$ cat src/rtl/seq_det_pkg.sv
// Shared types and reset-default configuration for the serial pattern detector.
package seq_det_pkg;

    typedef enum logic {
        MODE_MEALY = 1'b0,
        MODE_MOORE = 1'b1
    } mode_e;

    localparam logic [3:0] DEF_PATTERN = 4'b1011;
    localparam int         DEF_LEN     = 4;
    localparam logic       DEF_OVERLAP = 1'b1;

endpackage

$ cat src/rtl/sat_counter.sv
// Saturating up-counter; a clear coinciding with an increment restarts the count at 1.
module sat_counter #(
    parameter int W = 8
) (
    input  logic         clk,
    input  logic         reset,
    input  logic         inc,
    input  logic         clr,
    output logic [W-1:0] cnt
);

    always_ff @(posedge clk or negedge reset) begin
        if (!reset) begin
            cnt <= '0;
        end else if (clr) begin
            cnt <= inc ? W'(1) : '0;
        end else if (inc && (cnt != {W{1'b1}})) begin
            cnt <= cnt + W'(1);
        end
    end

endmodule

$ cat src/rtl/seq_detector_param.sv
// Runtime-configurable serial pattern detector with Mealy/Moore output,
// optional overlap, and a saturating match counter.
module seq_detector_param
    import seq_det_pkg::*;
#(
    parameter  int PAT_W = 8,
    parameter  int CNT_W = 8,
    localparam int LEN_W = $clog2(PAT_W + 1)
) (
    input  logic             clk,
    input  logic             reset,
    input  logic             en,
    input  logic             x,
    input  logic             cfg_load,
    input  logic [PAT_W-1:0] cfg_pattern,
    input  logic [LEN_W-1:0] cfg_len,
    input  logic             cfg_overlap,
    input  logic             cfg_moore,
    input  logic             cnt_clr,
    output logic             y,
    output logic [CNT_W-1:0] match_cnt,
    output logic             cfg_err
);

    localparam logic [LEN_W-1:0] FULL = LEN_W'(PAT_W);

    // Only the newest PAT_W-1 past bits are ever compared; the current x completes the window.
    logic [PAT_W-2:0] hist;
    logic [LEN_W-1:0] fill;
    logic [PAT_W-1:0] pat_r;
    logic [LEN_W-1:0] len_r;
    logic             ovl_r;
    mode_e            mode_r;
    logic             moore_q;
    logic [PAT_W-1:0] window;
    logic [PAT_W-1:0] mask;
    logic             len_ok;
    logic             match;

    always_comb begin
        window = {hist, x};
        // Shifting by the full width yields 0, so the subtraction wraps to all ones.
        mask   = (PAT_W'(1) << len_r) - PAT_W'(1);
        len_ok = (cfg_len >= LEN_W'(2)) && (cfg_len <= FULL);
        match  = en && !cfg_load && (fill >= len_r - LEN_W'(1))
                 && ((window & mask) == (pat_r & mask));
        y      = (mode_r == MODE_MOORE) ? moore_q : match;
    end

    always_ff @(posedge clk or negedge reset) begin
        if (!reset) begin
            pat_r  <= PAT_W'(DEF_PATTERN);
            len_r  <= LEN_W'(DEF_LEN);
            ovl_r  <= DEF_OVERLAP;
            mode_r <= MODE_MEALY;
        end else if (cfg_load && len_ok) begin
            pat_r  <= cfg_pattern;
            len_r  <= cfg_len;
            ovl_r  <= cfg_overlap;
            mode_r <= mode_e'(cfg_moore);
        end
    end

    always_ff @(posedge clk or negedge reset) begin
        if (!reset) begin
            hist <= '0;
            fill <= '0;
        end else if (cfg_load) begin
            if (len_ok) begin
                hist <= '0;
                fill <= '0;
            end
        end else if (en) begin
            hist <= window[PAT_W-2:0];
            if (match && !ovl_r) begin
                fill <= '0;
            end else if (fill != FULL) begin
                fill <= fill + LEN_W'(1);
            end
        end
    end

    // A cfg_load cycle never matches, so it also drops any pending Moore pulse.
    always_ff @(posedge clk or negedge reset) begin
        if (!reset) begin
            moore_q <= 1'b0;
            cfg_err <= 1'b0;
        end else begin
            moore_q <= match;
            if (cfg_load && !len_ok) begin
                cfg_err <= 1'b1;
            end
        end
    end

    sat_counter #(
        .W (CNT_W)
    ) u_cnt (
        .clk   (clk),
        .reset (reset),
        .inc   (match),
        .clr   (cnt_clr),
        .cnt   (match_cnt)
    );

endmodule

$ cat config.mk
export PLATFORM = sky130hd
export DESIGN_NAME = seq_detector_param
export DESIGN_NICKNAME = d
export VERILOG_FILES = /design/src/rtl/seq_det_pkg.sv /design/src/rtl/sat_counter.sv /design/src/rtl/seq_detector_param.sv
export SDC_FILE = /design/constraint.sdc
export NUM_CORES = 1
export LEC_CHECK = 0
export ABC_AREA = 1
export CAP_MARGIN = 40
export CELL_PAD_IN_SITES_DETAIL_PLACEMENT = 0
export CELL_PAD_IN_SITES_GLOBAL_PLACEMENT = 1
export CORE_MARGIN = 2
export CORE_UTILIZATION = 44
export DETAILED_ROUTE_END_ITERATION = 10
export PLACE_DENSITY_LB_ADDON = 0.12
export SETUP_SLACK_MARGIN = 0.15
export SLEW_MARGIN = 20
export SYNTH_ARGS = -nofsm -noshare
export SYNTH_HDL_FRONTEND = slang
export SYNTH_SLANG_ARGS = --single-unit
$ cat constraint.sdc
create_clock -name clk -period 4.8 [get_ports clk]
set_input_delay 0.48 -clock clk [delete_from_list [all_inputs] [get_ports clk]]
set_output_delay 0.48 -clock clk [all_outputs]
set_load 0.005 [all_outputs]
==> flow_summary.json <==
{
  "status": "completed",
  "cp_slowest_cell": "clkdlybuf4s50_1",
  "diodes": 0,
  "clockBufferDepth": 2,
  "cap_violations": 0,
  "overflow": 0,
  "initial_core_util_pct": 45.7,
  "fill_cells": 439,
  "power.total_mw": 0.837,
  "row_count": 25,
  "yosys_warnings": 0,
  "worstHoldStart": "cfg_err",
  "ys_seq_elements": 35,
  "ios": 30,
  "antenna_found_initial": 0,
  "grt_pass1_wl_um": 7750,
  "core-area_mm2": 0.00472,
  "hold_viol": 0,
  "maxSlewViolCount": 0,
  "endpoint_kind": "output pin",
  "cp.arrival_ns": 2.87,
  "final.setup.tns_ns": 0,
  "p_leak_nw": 1.28,
  "setup_viol": 0,
  "ir_drop_v": 0.000176,
  "fin_util_pct": 55.5,
  "nNetsFinal": 326,
  "synthCells": 260,
  "chipHeight_um": 74.0,
  "whs_path_depth": 1,
  "cts-resized-gates": 0,
  "r2r_end": "fill[1]",
  "dp_hpwl_um": 3340,
  "cts_setup_buffers": 0,
  "clk_pin_slew_ns": 0.07,
  "layout_commonest_cell": "nand2_1",
  "r2r-start": "len_r[0]",
  "worstHoldPathType": "flop to flop",
  "drc": 0,
  "grt_use_total_pct": 19.0,
  "io_buffers": 29,
  "tightest_slew_ns": 0.453,
  "multi_input_area_mm2": 0.00113,
  "power.density_mw_per_mm2": 319,
  "cts-root-buf": "clkbuf_8",
  "clk_latency_ns": 0.29,
  "drt_iter0_drc": 79,
  "grt_max_degree": 36,
  "critical-path-max-stage-delay_ns": 0.53,
  "tritoncts": "built",
  "gp_congestion": 0.907,
  "cpMostUsedCell": "nand3_1",
  "cts_inserted_buffers": 5,
  "critPathKind": "flop to output pin",
  "ys_types": 32,
  "die_area_mm2": 0.00548,
  "period_needed_ns": 3.35,
  "wl_per_cell_um": 12.4,
  "hold_buffers": 0,
  "r2r_cells": 17,
  "first_pass_iters": 4,
  "period_share_pct": 69.7,
  "num_vias": 1758,
  "slew_headroom_pct": 69.8,
  "ys_seq_area_share_pct": 40.9,
  "finalWirelength_um": 4490,
  "synthToLayoutAreaGrowth_pct": 21.6,
  "grt_setup_unrepaired": "false",
  "ant_nets": 0,
  "critPathRequiredTime_ns": 4.32,
  "post_drt_via_cell_ratio": 4.87,
  "seq_area_um2": 882,
  "cp_cell_sequence": "inv_1 > ha_1 > nand2_4 > ha_1 > inv_1 > nand3_1 > nand3_1 > nor2_1 > nand3_1 > nor2_1 > nand2_2 > o31ai_1 > clkdlybuf4s50_1",
  "critPathBufInv": 3,
  "clock-sinks": 35,
  "cpLargestDelayFamily": "buffers and inverters",
  "htree_levels": 2,
  "die_x_um": 74.0,
  "fmax_mhz": 299,
  "final_cell_mix": "nand2_1, nand3_1, dfrtp_1, inv_1, clkdlybuf4s50_1",
  "synth_fp_nets": 293,
  "syn_area_per_cell_um2": 8.30,
  "skew_ns": 0.00733,
  "min_to": "cfg_err",
  "syn_area_mm2": 0.00216,
  "crit_fanout": 6,
  "drive_above_1_share_pct": 11.9,
  "ff2ff_setup_slack_ns": 2.34,
  "critPathLaunchType": "flop",
  "grt_pass1_vias": 1657
}
[worst max-delay path by stage]
stage / start / end / cells after the start
3_3_place_gp: len_r[0] / y / 13
4_1_cts: len_r[0] / y / 13
5_1_grt: len_r[0] / y / 13
6_report: len_r[0] / y / 13
3_5_place_dp: len_r[0] / y / 13
2_1_floorplan: len_r[0] / y / 12
[final cells by class]
class / instances / area share [%]
clock buffer: 8 / 3.82
inverter: 33 / 4.72
multi-input combinational: 187 / 43.0
sequential: 35 / 33.6
tap: 67 / 3.20
timing repair buffer: 31 / 11.6
[layer usage]
| layer | routed length (um) | global-route usage (%) |
|---|---|---|
| met3 | 145 | 4.34 |
| met1 | 2210 | 25.9 |
| met4 | 81 | 7.27 |
| met2 | 2050 | 29.5 |
| met5 | 0 | 0 |
[logic make-up (layout without fill, tap and decap cells)]
logic type / Yosys count / in the layout / share of synthesized area, %
DFF: 35 / 35 / 40.9
and+or+nand+nor: 121 / 121 / 26.7
muxes: 7 / 7 / 3.65
AOI/OAI and AO/OA: 30 / 30 / 7.89
adders and majority gates: 13 / 13 / 7.54
buffers and inverters: 38 / 72 / 6.84
xor gates and xnor gates: 16 / 16 / 6.50
[where the power goes]
part,switching [mW],internal (mW)
Sequential,0.0336,0.335
Clock,0.104,0.131
Combinational,0.134,0.0999
Total,0.272,0.566
[Yosys cell counts, drive strengths merged]
library cell	n	area, um^2
a21boi	1	7.51
a21oi	12	60.1
a31oi	1	6.26
buf	2	12.5
clkbuf	3	11.3
clkinv	1	3.75
dfrtp	30	751
dfstp	5	131
ha	13	163
inv	32	120
mux2	7	78.8
nand2	54	235
nand3	32	160
nand3b	1	7.51
nand4	6	37.5
nor2	24	114
nor3	3	15.0
o21ai	8	43.8
o21bai	1	7.51
o22ai	6	37.5
o31ai	1	7.51
or2	1	6.26
xnor2	2	17.5
xor2	14	123
[stage by stage]
stage	instance area [um^2]	hold slack (ns)	instances	setup slack, ns
after floorplan	2160	0.184	260	2.43
after global placement	2520	0.460	353	1.78
after detailed placement	2520	0.467	353	1.75
after CTS	2620	0.489	361	1.42
after global routing	2620	0.509	361	1.20
final	2620	0.477	361	1.45
[flip-flops by register name (all words and copies together) (netlist names)]
signal	count
len_r	4
mode_r	1
ovl_r	1
cfg_err	1
hist	7
fill	4
moore_q	1
u_cnt.cnt	8
pat_r	8
(Power assumes the default switching activity.)
